**config.mk**
```make
export PLATFORM = sky130hd
export DESIGN_NAME = instr_fetch_unit
export DESIGN_NICKNAME = d
export VERILOG_FILES = /design/src/rtl/instr_fetch_unit_pkg.sv /design/src/rtl/instr_fetch_unit_ack_timer.sv /design/src/rtl/instr_fetch_unit.sv
export SDC_FILE = /design/constraint.sdc
export NUM_CORES = 1
export LEC_CHECK = 0
export BUFFER_PORTS_ARGS = -buffer_cell sky130_fd_sc_hd__buf_2
export CAP_MARGIN = 0
export CORE_ASPECT_RATIO = 0.9
export CORE_MARGIN = 8
export CORE_UTILIZATION = 30
export DETAILED_ROUTE_END_ITERATION = 16
export REMOVE_ABC_BUFFERS = 1
export SLEW_MARGIN = 20
export SYNTH_ARGS = -nofsm -noshare
export SYNTH_HDL_FRONTEND = slang
export SYNTH_SLANG_ARGS = --single-unit
```
**constraint.sdc**
```tcl
create_clock -name clk -period 1.5 [get_ports clk]
set_input_delay 0.225 -clock clk [delete_from_list [all_inputs] [get_ports clk]]
set_output_delay 0.225 -clock clk [all_outputs]
set_load 0.01 [all_outputs]
```
**src/rtl/instr_fetch_unit_pkg.sv**
```systemverilog
// Shared definitions for the instruction fetch unit: sequencer state
// encoding, instruction field layout and the control unit's opcode map.
package instr_fetch_unit_pkg;

  // Sequencer states, binary encoded; also visible on the debug port.
  typedef enum logic [2:0] {
    S_IDLE   = 3'd0,
    S_FETCH  = 3'd1,
    S_ISSUE  = 3'd2,
    S_EXEC   = 3'd3,
    S_HALTED = 3'd4,
    S_FAULT  = 3'd5
  } state_t;

  // Instruction field bit positions.
  localparam int OP_MSB = 15;
  localparam int OP_LSB = 12;
  localparam int RA_MSB = 11;
  localparam int RA_LSB = 8;
  localparam int RB_MSB = 7;
  localparam int RB_LSB = 4;
  localparam int RC_MSB = 3;
  localparam int RC_LSB = 0;

  // Control unit opcode map; only OP_HALT is interpreted by the fetch unit.
  localparam logic [3:0] OP_NOP  = 4'h0;
  localparam logic [3:0] OP_ADD  = 4'h1;
  localparam logic [3:0] OP_SUB  = 4'h2;
  localparam logic [3:0] OP_AND  = 4'h3;
  localparam logic [3:0] OP_OR   = 4'h4;
  localparam logic [3:0] OP_LDI  = 4'h5;
  localparam logic [3:0] OP_LD   = 4'h6;
  localparam logic [3:0] OP_ST   = 4'h7;
  localparam logic [3:0] OP_BEQ  = 4'h8;
  localparam logic [3:0] OP_JMP  = 4'h9;
  localparam logic [3:0] OP_HALT = 4'hF;

  // Decoded instruction fields; imm8 is {rb, rc}.
  typedef struct packed {
    logic [3:0] op;
    logic [3:0] ra;
    logic [3:0] rb;
    logic [3:0] rc;
  } instr_t;

  // Split a raw instruction word into its fields.
  function automatic instr_t decode(input logic [15:0] word);
    instr_t f;
    f.op = word[OP_MSB:OP_LSB];
    f.ra = word[RA_MSB:RA_LSB];
    f.rb = word[RB_MSB:RB_LSB];
    f.rc = word[RC_MSB:RC_LSB];
    return f;
  endfunction

endpackage

```
**src/rtl/instr_fetch_unit_ack_timer.sv**
```systemverilog
// Counts consecutive FETCH cycles without an acknowledge. expired is high
// in the cycle whose increment would bring the count up to LIMIT.
module ack_timer #(
  parameter int W     = 8,
  parameter int LIMIT = 15
) (
  input  logic clk,
  input  logic rst_n,
  input  logic clear,
  input  logic inc,
  output logic expired
);

  localparam logic [W-1:0] LAST = W'(LIMIT - 1);

  logic [W-1:0] count;

  // Clear has priority over increment.
  always_ff @(posedge clk or negedge rst_n) begin
    if (!rst_n) begin
      count <= '0;
    end else if (clear) begin
      count <= '0;
    end else if (inc) begin
      count <= count + W'(1);
    end
  end

  // Flag the increment that reaches the limit.
  assign expired = inc && !clear && (count == LAST);

endmodule

```
**src/rtl/instr_fetch_unit.sv**
```systemverilog
// Instruction-side sequencer: fetches a word over req/ack, issues it to
// the control unit for one cycle, waits for exec_done, then advances or
// branches the PC.
//
// Memory handshake: imem_req rises with entry to FETCH and stays high until
// the cycle in which imem_ack is sampled high; imem_rdata is captured in that
// same cycle. imem_ack is ignored whenever the unit is not in FETCH.
module instr_fetch_unit
  import instr_fetch_unit_pkg::*;
#(
  parameter logic [15:0] RESET_PC    = 16'h0000,
  parameter logic [3:0]  HALT_OP     = OP_HALT,
  parameter int          ACK_TIMEOUT = 15
) (
  input  logic        clk,
  input  logic        rst_n,
  input  logic        run,
  output logic        imem_req,
  output logic [15:0] imem_addr,
  input  logic        imem_ack,
  input  logic [15:0] imem_rdata,
  output logic [3:0]  op,
  output logic [3:0]  ra,
  output logic [3:0]  rb,
  output logic [3:0]  rc,
  output logic        ctrl_en,
  input  logic        exec_done,
  input  logic        pc_sel,
  input  logic [15:0] branch_target,
  output logic [15:0] pc,
  output logic        halted,
  output logic        fault,
  output logic [2:0]  state_dbg
);

  state_t      state;
  logic [15:0] ir;
  instr_t      fields;
  logic        timer_clear;
  logic        timer_inc;
  logic        timer_expired;

  // Fields come straight from the latched word, so they hold until the next ack.
  assign fields    = decode(ir);
  assign op        = fields.op;
  assign ra        = fields.ra;
  assign rb        = fields.rb;
  assign rc        = fields.rc;
  assign imem_addr = pc;
  assign state_dbg = state;

  // The timer only runs while waiting on memory; any ack restarts it.
  assign timer_clear = (state != S_FETCH) || imem_ack;
  assign timer_inc   = (state == S_FETCH) && !imem_ack;

  ack_timer #(
    .W     (8),
    .LIMIT (ACK_TIMEOUT)
  ) u_ack_timer (
    .clk     (clk),
    .rst_n   (rst_n),
    .clear   (timer_clear),
    .inc     (timer_inc),
    .expired (timer_expired)
  );

  // Sequencer with registered req/issue/status outputs.
  always_ff @(posedge clk or negedge rst_n) begin
    if (!rst_n) begin
      state    <= S_IDLE;
      pc       <= RESET_PC;
      ir       <= '0;
      imem_req <= 1'b0;
      ctrl_en  <= 1'b0;
      halted   <= 1'b0;
      fault    <= 1'b0;
    end else begin
      ctrl_en <= 1'b0;
      case (state)
        S_IDLE: begin
          if (run) begin
            state    <= S_FETCH;
            imem_req <= 1'b1;
          end
        end
        S_FETCH: begin
          // An ack in the timeout cycle still counts as a good fetch.
          if (imem_ack) begin
            ir       <= imem_rdata;
            imem_req <= 1'b0;
            ctrl_en  <= (imem_rdata[OP_MSB:OP_LSB] != HALT_OP);
            state    <= S_ISSUE;
          end else if (timer_expired) begin
            fault    <= 1'b1;
            imem_req <= 1'b0;
            state    <= S_FAULT;
          end
        end
        S_ISSUE: begin
          if (op == HALT_OP) begin
            halted <= 1'b1;
            state  <= S_HALTED;
          end else begin
            state <= S_EXEC;
          end
        end
        S_EXEC: begin
          // run is only consulted once the current instruction completes.
          if (exec_done) begin
            pc <= pc_sel ? branch_target : pc + 16'd1;
            if (run) begin
              state    <= S_FETCH;
              imem_req <= 1'b1;
            end else begin
              state <= S_IDLE;
            end
          end
        end
        S_HALTED, S_FAULT: begin
          imem_req <= 1'b0;
        end
        default: begin
          state    <= S_IDLE;
          imem_req <= 1'b0;
        end
      endcase
    end
  end

endmodule
```
==> results.md, run 1 <==
- Final hold violations: 0
- # IOs: 93
- Asr flop ratio synth: 1.00
- GRT Total Usage: 0.122
- Clk_skew: a little under 0.009 ns
- Placed Cells incl. Taps: between 400 and 500
- Worst path max stage delay: 0.54 ns
- Crit-path cells: or4b_4 -> a21oi_4 -> buf_4 -> nor3_1 -> o22a_1
- Post-route insts no fill: roughly 470
- Cell Pwr Density: about 1700 nW/um2
- Yosys warnings: 0
- Seq cells post-synth: 47
- Slew @ Worst Pin: ~0.30 ns
- Seq/Total Area, Yosys: 0.468
- Via density: 4.98
- Slew margin rel.: 0.797
- Leakage power: about 1.8 nW
- CORE AREA: 8110 um2
- Final layout net count: 412
- Outcome: finished, violations left
- Crit Path Class: register to register
- Die ar.: 11600 um2
- GRT Residual Overflow: 0
- PortBufs: between 90 and 100
- Largest net degree at the start of global routing: between 40 and 50
- H-tree depth: 2
- CP max stage cell: or4b_4
- Mapped Area: 2510 um2
- Total wire length: roughly 7400 um
- DR WL/cell: approximately 16 um
- Die width: approximately 110 um
- Syn Area/Cell: ~10 um2
- DPL Wire Length: 5350 um
- Top FF cell, synth: dfrtp_1
- Hold Crit Class: input port to register
- RSZ-0062 raised after global routing: true
- Initial antenna violation count: 1
- Clock Sinks: 47
- Antenna-violating nets left: 0
- Crit-path max FO: 3
- Post-synth EDFFs: 0
- Syn-to-layout area delta: 43.9%
- Clk pin slew, worst setup/hold paths: around 0.10 ns
- Crit. End Element: register
- VDD IR max: approximately 0.00075 V
- Cells after Synth: about 250
- # diodes: 0
- Total number of vias: 2344
- TritonCTS Buffers: 5
- Period utilisation layout: 1.07
- Commonest non-fill, non-tap cell in the layout: buf_2
- Commonest non-fill, non-tap cells in the layout: 92 x buf_2, 45 x buf_4, 42 x dfrtp_1
- # DRC: 0
- First-pass GRT wire length: around 12000 um
- GP Congestion: slightly above 0.8
- Vert. Die Dim: between 100 and 150 um
- Failing checks: setup timing
- Pre-antenna DRT Iters: 4
- Site Rows: 31
- Layout cells sized above 1: 0.546
- Final setup violating endpoints: 19
- Startpoint Class: register
- TritonCTS clock tree: done
- CP arrival: 1.80 ns
- Max Slew Vio Count: 0
- R2r setup slk: -0.10 ns
- Fillers: between 800 and 900
- Largest buffer count on any clock path: 2
- Setup WS post-layout: -0.105 ns
- Root Buffer: clkbuf_8
- Critical Path RT: about 1.7 ns
- PnR Total Power: 6.29 mW
- Max-cap violations: 0
- Vias in the first global route: roughly 2500
- Fin util: 0.446
- Starting Density: 0.310
- Unique masters post-synth: between 50 and 60
- Fmax: around 620 MHz
- Iteration-0 DRC Markers: 132
- Clock Latency Late Sink: around 0.31 ns
- Crit path time final: around 1.6 ns
[worst paths after layout]
check / from / depth (start not counted) / end
worst min-delay path: imem_rdata[9] / 2 / fields[9]
worst max-delay path: state_dbg[1] / 5 / imem_req
min in group asynchronous: rst_n / 3 / ctrl_en
max in group asynchronous: rst_n / 3 / state_dbg[0]
worst min register to register: halted / 1 / halted
worst max register to register: state_dbg[1] / 5 / imem_req
[metrics by stage]
stage,setup WS (ns),hold slack (ns),setup TNS [ns],instance area [um2]
6_report,-0.105,0.144,-1.25,3620
5_1_grt,-0.157,0.126,-2.75,3620
4_1_cts,-0.0979,0.131,-1.06,3470
3_5_place_dp,-0.139,0.233,-1.37,3280
3_3_place_gp,-0.0612,0.234,-0.718,3280
2_1_floorplan,-0.294,-0.0706,-6.04,2320
[sequential cells by signal (all words and copies together) (netlist names)]
signal	cells
imem_addr	16
fault	1
u_ack_timer.count	8
halted	1
imem_req	1
ctrl_en	1
fields	16
state_dbg	3
[area by class of cell]
cell class	instances	area, um2	share of cell area
Sequential cell	47	1180	0.327
Clock buffer	5	68.8	0.0190
Multi-Input combinational cell	169	1250	0.347
Tap cell	99	124	0.0343
Inverter	3	11.3	0.00311
Clock inverter	3	47.5	0.0131
Timing Repair Buffer	145	927	0.256
[cells in the mapped netlist, types with 5 or more instances]
cell type  instances  area share
a21oi_1           10       0.020
nand2_1           14       0.021
dfrtp_1           47        0.47
mux2_2            17       0.076
clkbuf_1           7       0.010
nor3_1             8       0.016
o21ai_0           17       0.034
nand4_1            6       0.015
nor2_1            21       0.031
and3_1             8       0.020
nand3_1            7       0.014
xor2_1             5       0.017
a211oi_1           5       0.015
buf_4             16       0.048
[cells by family (layout without fill, tap and decap cells)]
family,count (synthesis),after routing,synth area share
adders and majority gates,3,3,0.0149
xor gates and xnor gates,6,6,0.0209
muxes,21,21,0.0931
and+or+nand+nor,88,88,0.194
buffers and inverters,32,156,0.0797
DFF,47,47,0.468
AOI/OAI and AO/OA,51,51,0.129
[report_power, final]
part | switching (mW) | leakage [nW] | internal [mW]
Combinational | 1.51 | 1.12 | 1.65
Sequential | 0.391 | 0.588 | 1.76
Clock | 0.476 | 0.0587 | 0.506
Total | 2.38 | 1.76 | 3.91
[critical path: cells and delay by family, from the launching register on]
kind	cells	cell delay (ns)
AND/OR/NAND/NOR	2	0.58
flip-flops	1	0.42
AO/OA/AOI/OAI	2	0.35
buffers and inverters	1	0.13
[repair_timing]
item	in CTS	in global routing
setup buffers	2	4
setup endpoints to repair	26	31
gates resized for setup	11	23
gates cloned	0	3
pin swaps	1	6
hold buffers	1	0
endpoints found under the hold margin	47	0
[metal layers]
metal,GRT usage,share of wire,up-vias
met1,0.146,0.45,1126
met4,0.0311,0.0073,2
li1,-,-,1132
met5,0,0.0018,-
met3,0.0533,0.084,8
met2,0.197,0.45,76
No activity file was read; power rests on OpenSTA's default activity.
==> run 2: changes to the inputs <==
--- a/config.mk
+++ b/config.mk
@@ -5,12 +5,14 @@
 export SDC_FILE = /design/constraint.sdc
 export NUM_CORES = 1
 export LEC_CHECK = 0
-export BUFFER_PORTS_ARGS = -buffer_cell sky130_fd_sc_hd__buf_2
+export ABC_AREA = 1
 export CAP_MARGIN = 0
 export CORE_ASPECT_RATIO = 0.9
 export CORE_MARGIN = 8
 export CORE_UTILIZATION = 30
 export DETAILED_ROUTE_END_ITERATION = 16
+export DONT_BUFFER_PORTS = 1
+export HOLD_SLACK_MARGIN = 0.15
 export REMOVE_ABC_BUFFERS = 1
 export SLEW_MARGIN = 20
 export SYNTH_ARGS = -nofsm -noshare
==> results.md, run 2 <==
- Yosys warnings: 0
- RSZ-0062 raised after global routing: true
- Iteration-0 DRC Markers: around 120
- R2r setup slk: 0.09 ns
- Syn Area/Cell: just over 8 um2
- Worst path bufs/invs: 0
- Commonest non-fill, non-tap cells in the layout: 76 x nand2_1, 47 x dfrtp_1, 46 x nor2_1
- Via density: ~4.6
- Crit-path cells: nor2_2 -> nand3_4 -> mux2_4
- Clock Latency Late Sink: about 0.31 ns
- Crit path time final: 1.41 ns
- Leakage power: between 1.5 and 2 nW
- Post-synthesis mux area share: 0.0795
- # diodes: 0
- Post-route insts no fill: approximately 480
- Clock Sinks: 47
- Internal power: about 3.4 mW
- Layout cells sized above 1: 0.199
- Hold Crit Start: branch_target[13]
- Post-synth EDFFs: 0
- Startpoint Class: register
- Clk_skew: 0.00931 ns
- Antenna-violating nets left: 0
- First-pass GRT wire length: ~12000 um
- Crit. End Element: register
- Slew margin rel.: 0.785
- Final hold violations: 0
- CP arrival: 1.60 ns
- Hold Crit Depth: 4
- Synth top area share: 0.445
- Commonest non-fill, non-tap cell in the layout: nand2_1
- Crit Path Class: register to register
- Root Buffer: clkbuf_8
- Sequential Power Share: 0.409
- Pre-antenna DRT Iters: 5
- VDD IR max: just over 0.0006 V
- Top cells by area, synth: dfrtp_1 44%, nand2_1 11%, nor2_1 7.0%, buf_4 4.5%, mux2_4 4.5%
- R2r startpoint: state_dbg[1]
- Die width: roughly 110 um
- Net Sw Power: about 2.5 mW
- Post-Synth Adder-Cell Area: 0.0142
- Setup_tns: 0 ns
- Crit-path max FO: 18
- TritonCTS clock tree: done
- Final layout net count: 402
- Period utilisation layout: 0.939
- Complex-gate fraction of the synthesized area: 0.0762
- Initial antenna violation count: 0
- Critical Path RT: between 1.5 and 2 ns
- H-tree depth: 2
- Top FF cell, synth: dfrtp_1
- Post-Synth XOR/XNOR Area: 0.00662
- Starting Density: 0.309
- # DRC: 0
- DR WL/cell: around 15 um
- Synth Area in Simple Gates: 0.268
- Syn-to-layout area delta: 23.7%
- GRT Residual Overflow: 0
- PnR Total Power: 5.88 mW
- Fmax: 710 MHz
- Vias in the first global route: between 2000 and 2500
- Total wire length: around 7300 um
- Switching Share: 0.425
- Seq/Total Area, Yosys: 0.445
- Largest buffer count on any clock path: 2
- Vert. Die Dim: about 110 um
- GRT Total Usage: 0.120
- Setup WS post-layout: between 0.09 and 0.1 ns
- Cells after Synth: between 300 and 400
- Cell Pwr Density: 1800 nW/um2
- Die ar.: between 10000 and 15000 um2
- Clock power frac: 0.165
- Worst r2r path cells: 3
- Comb power frac: 0.426
- Mapped Area: between 2000 and 3000 um2
- Placed Cells incl. Taps: 440
- Hold Path Sink: imem_addr[13]
- Main combinational cell family by area after synthesis: simple AND/OR/NAND/NOR gates
- Most common cell in the netlist: nand2_1
- CP max stage cell: dfrtp_1
- Outcome: completed
- Slew @ Worst Pin: around 0.32 ns
- Unique masters post-synth: 29
- PortBufs: 0
- Asr flop ratio synth: 1.00
- Area leader, netlist: dfrtp_1
- Site Rows: 32
- Max Slew Vio Count: 0
- Worst path max stage delay: approximately 0.43 ns
- # IOs: 93
- CORE AREA: 8570 um2
- GP Congestion: a little under 0.9
- Placement Setup Slack: about 0.034 ns
- TritonCTS Buffers: 5
- Seq cells post-synth: 47
- Max-cap violations: 0
- DPL Wire Length: 5170 um
- Final setup violating endpoints: 0
- Fin util: 0.382
- Cell family with most CP delay: simple AND/OR/NAND/NOR gates
- Total number of vias: between 2000 and 2500
- Reg2reg end: fields[13]
- Largest net degree at the start of global routing: 48
- Commonest cells in the synthesized netlist: 77 x nand2_1, 49 x nor2_1, 47 x dfrtp_1, 29 x inv_1, 23 x nand3_1
- Clk pin slew, worst setup/hold paths: 0.10 ns
- Hold Crit Class: input port to register
run 2: cell types whose count changed in the layout (fill, tap and decap cells not counted), sizes merged, moves of 4 or more:
| cell | before | now |
|---|---|---|
| a211oi | 5 | 0 |
| and3 | 8 | 0 |
| buf | 143 | 26 |
| dlygate4sd3 | 1 | 26 |
| inv | 4 | 33 |
| nand2 | 14 | 80 |
| nand3 | 7 | 24 |
| nand4 | 7 | 3 |
| nor2 | 22 | 53 |
| xor2 | 5 | 1 |
run 2: cell families after synthesis:
family,Yosys count
simple gates,165
flops,47
compound gates,36
xor+xnor,2
mux,16
buf+inv,55
fa+ha+maj,3
run 2: worst reg2reg max path, stage by stage, from the launching register on:
cell	delay, ns
dfrtp_1	0.43
nor2_2	0.19
nand3_4	0.28
mux2_4	0.39
run 2: worst max path at each step:
stage          slack (ns)  cells past startpoint            end          from
2_1_floorplan        0.08                     10   imem_addr[8]  imem_addr[1]
3_3_place_gp         0.09                      9   imem_addr[9]  imem_addr[4]
3_5_place_dp         0.03                      8  imem_addr[15]  imem_addr[0]
4_1_cts              0.02                      8  imem_addr[15]  imem_addr[0]
5_1_grt             -0.03                      9  imem_addr[11]  imem_addr[3]
6_report             0.09                      3     fields[13]  state_dbg[1]
run 2: area by class of cell:
type | instances | area, um2
Tap cell | 119 | 149
Clock inverter | 3 | 46.3
Sequential cell | 47 | 1180
Fill cell | 885 | 5300
Clock buffer | 5 | 68.8
Timing Repair Buffer | 52 | 488
Multi-Input combinational cell | 223 | 1220
Inverter | 32 | 123
run 2: power groups by stage:
stage / clock network, mW / registers [mW] / logic (mW)
2_1_floorplan: 0 / 2.59 / 1.23
3_3_place_gp: 0 / 2.40 / 2.20
3_5_place_dp: 0 / 2.41 / 2.24
4_1_cts: 1.01 / 2.40 / 2.34
5_1_grt: 1.04 / 2.47 / 2.79
6_report: 0.970 / 2.41 / 2.51
run 2: per-stage QoR:
stage / cell area, um2 / hold WS, ns
final: 3270 / 0.162
after global routing: 3270 / 0.167
after CTS: 3170 / 0.152
after detailed placement: 2770 / -0.0695
after global placement: 2770 / -0.0694
after floorplan: 2470 / -0.0706
run 2: repair_timing:
| item | CTS | global route |
|---|---|---|
| setup endpoints to repair | 0 | 14 |
| buffers inserted | 0 | 5 |
| hold buffers | 27 | 0 |
| resized for setup | 0 | 13 |
| endpoints found under the hold margin | 74 | 0 |
run 2: metal layers:
metal	track usage	wire, um	up-vias
met4	0.0515	149	0
li1	-	-	1099
met2	0.199	3640	71
met5	0	0	-
met1	0.139	3040	1050
met3	0.0357	509	10
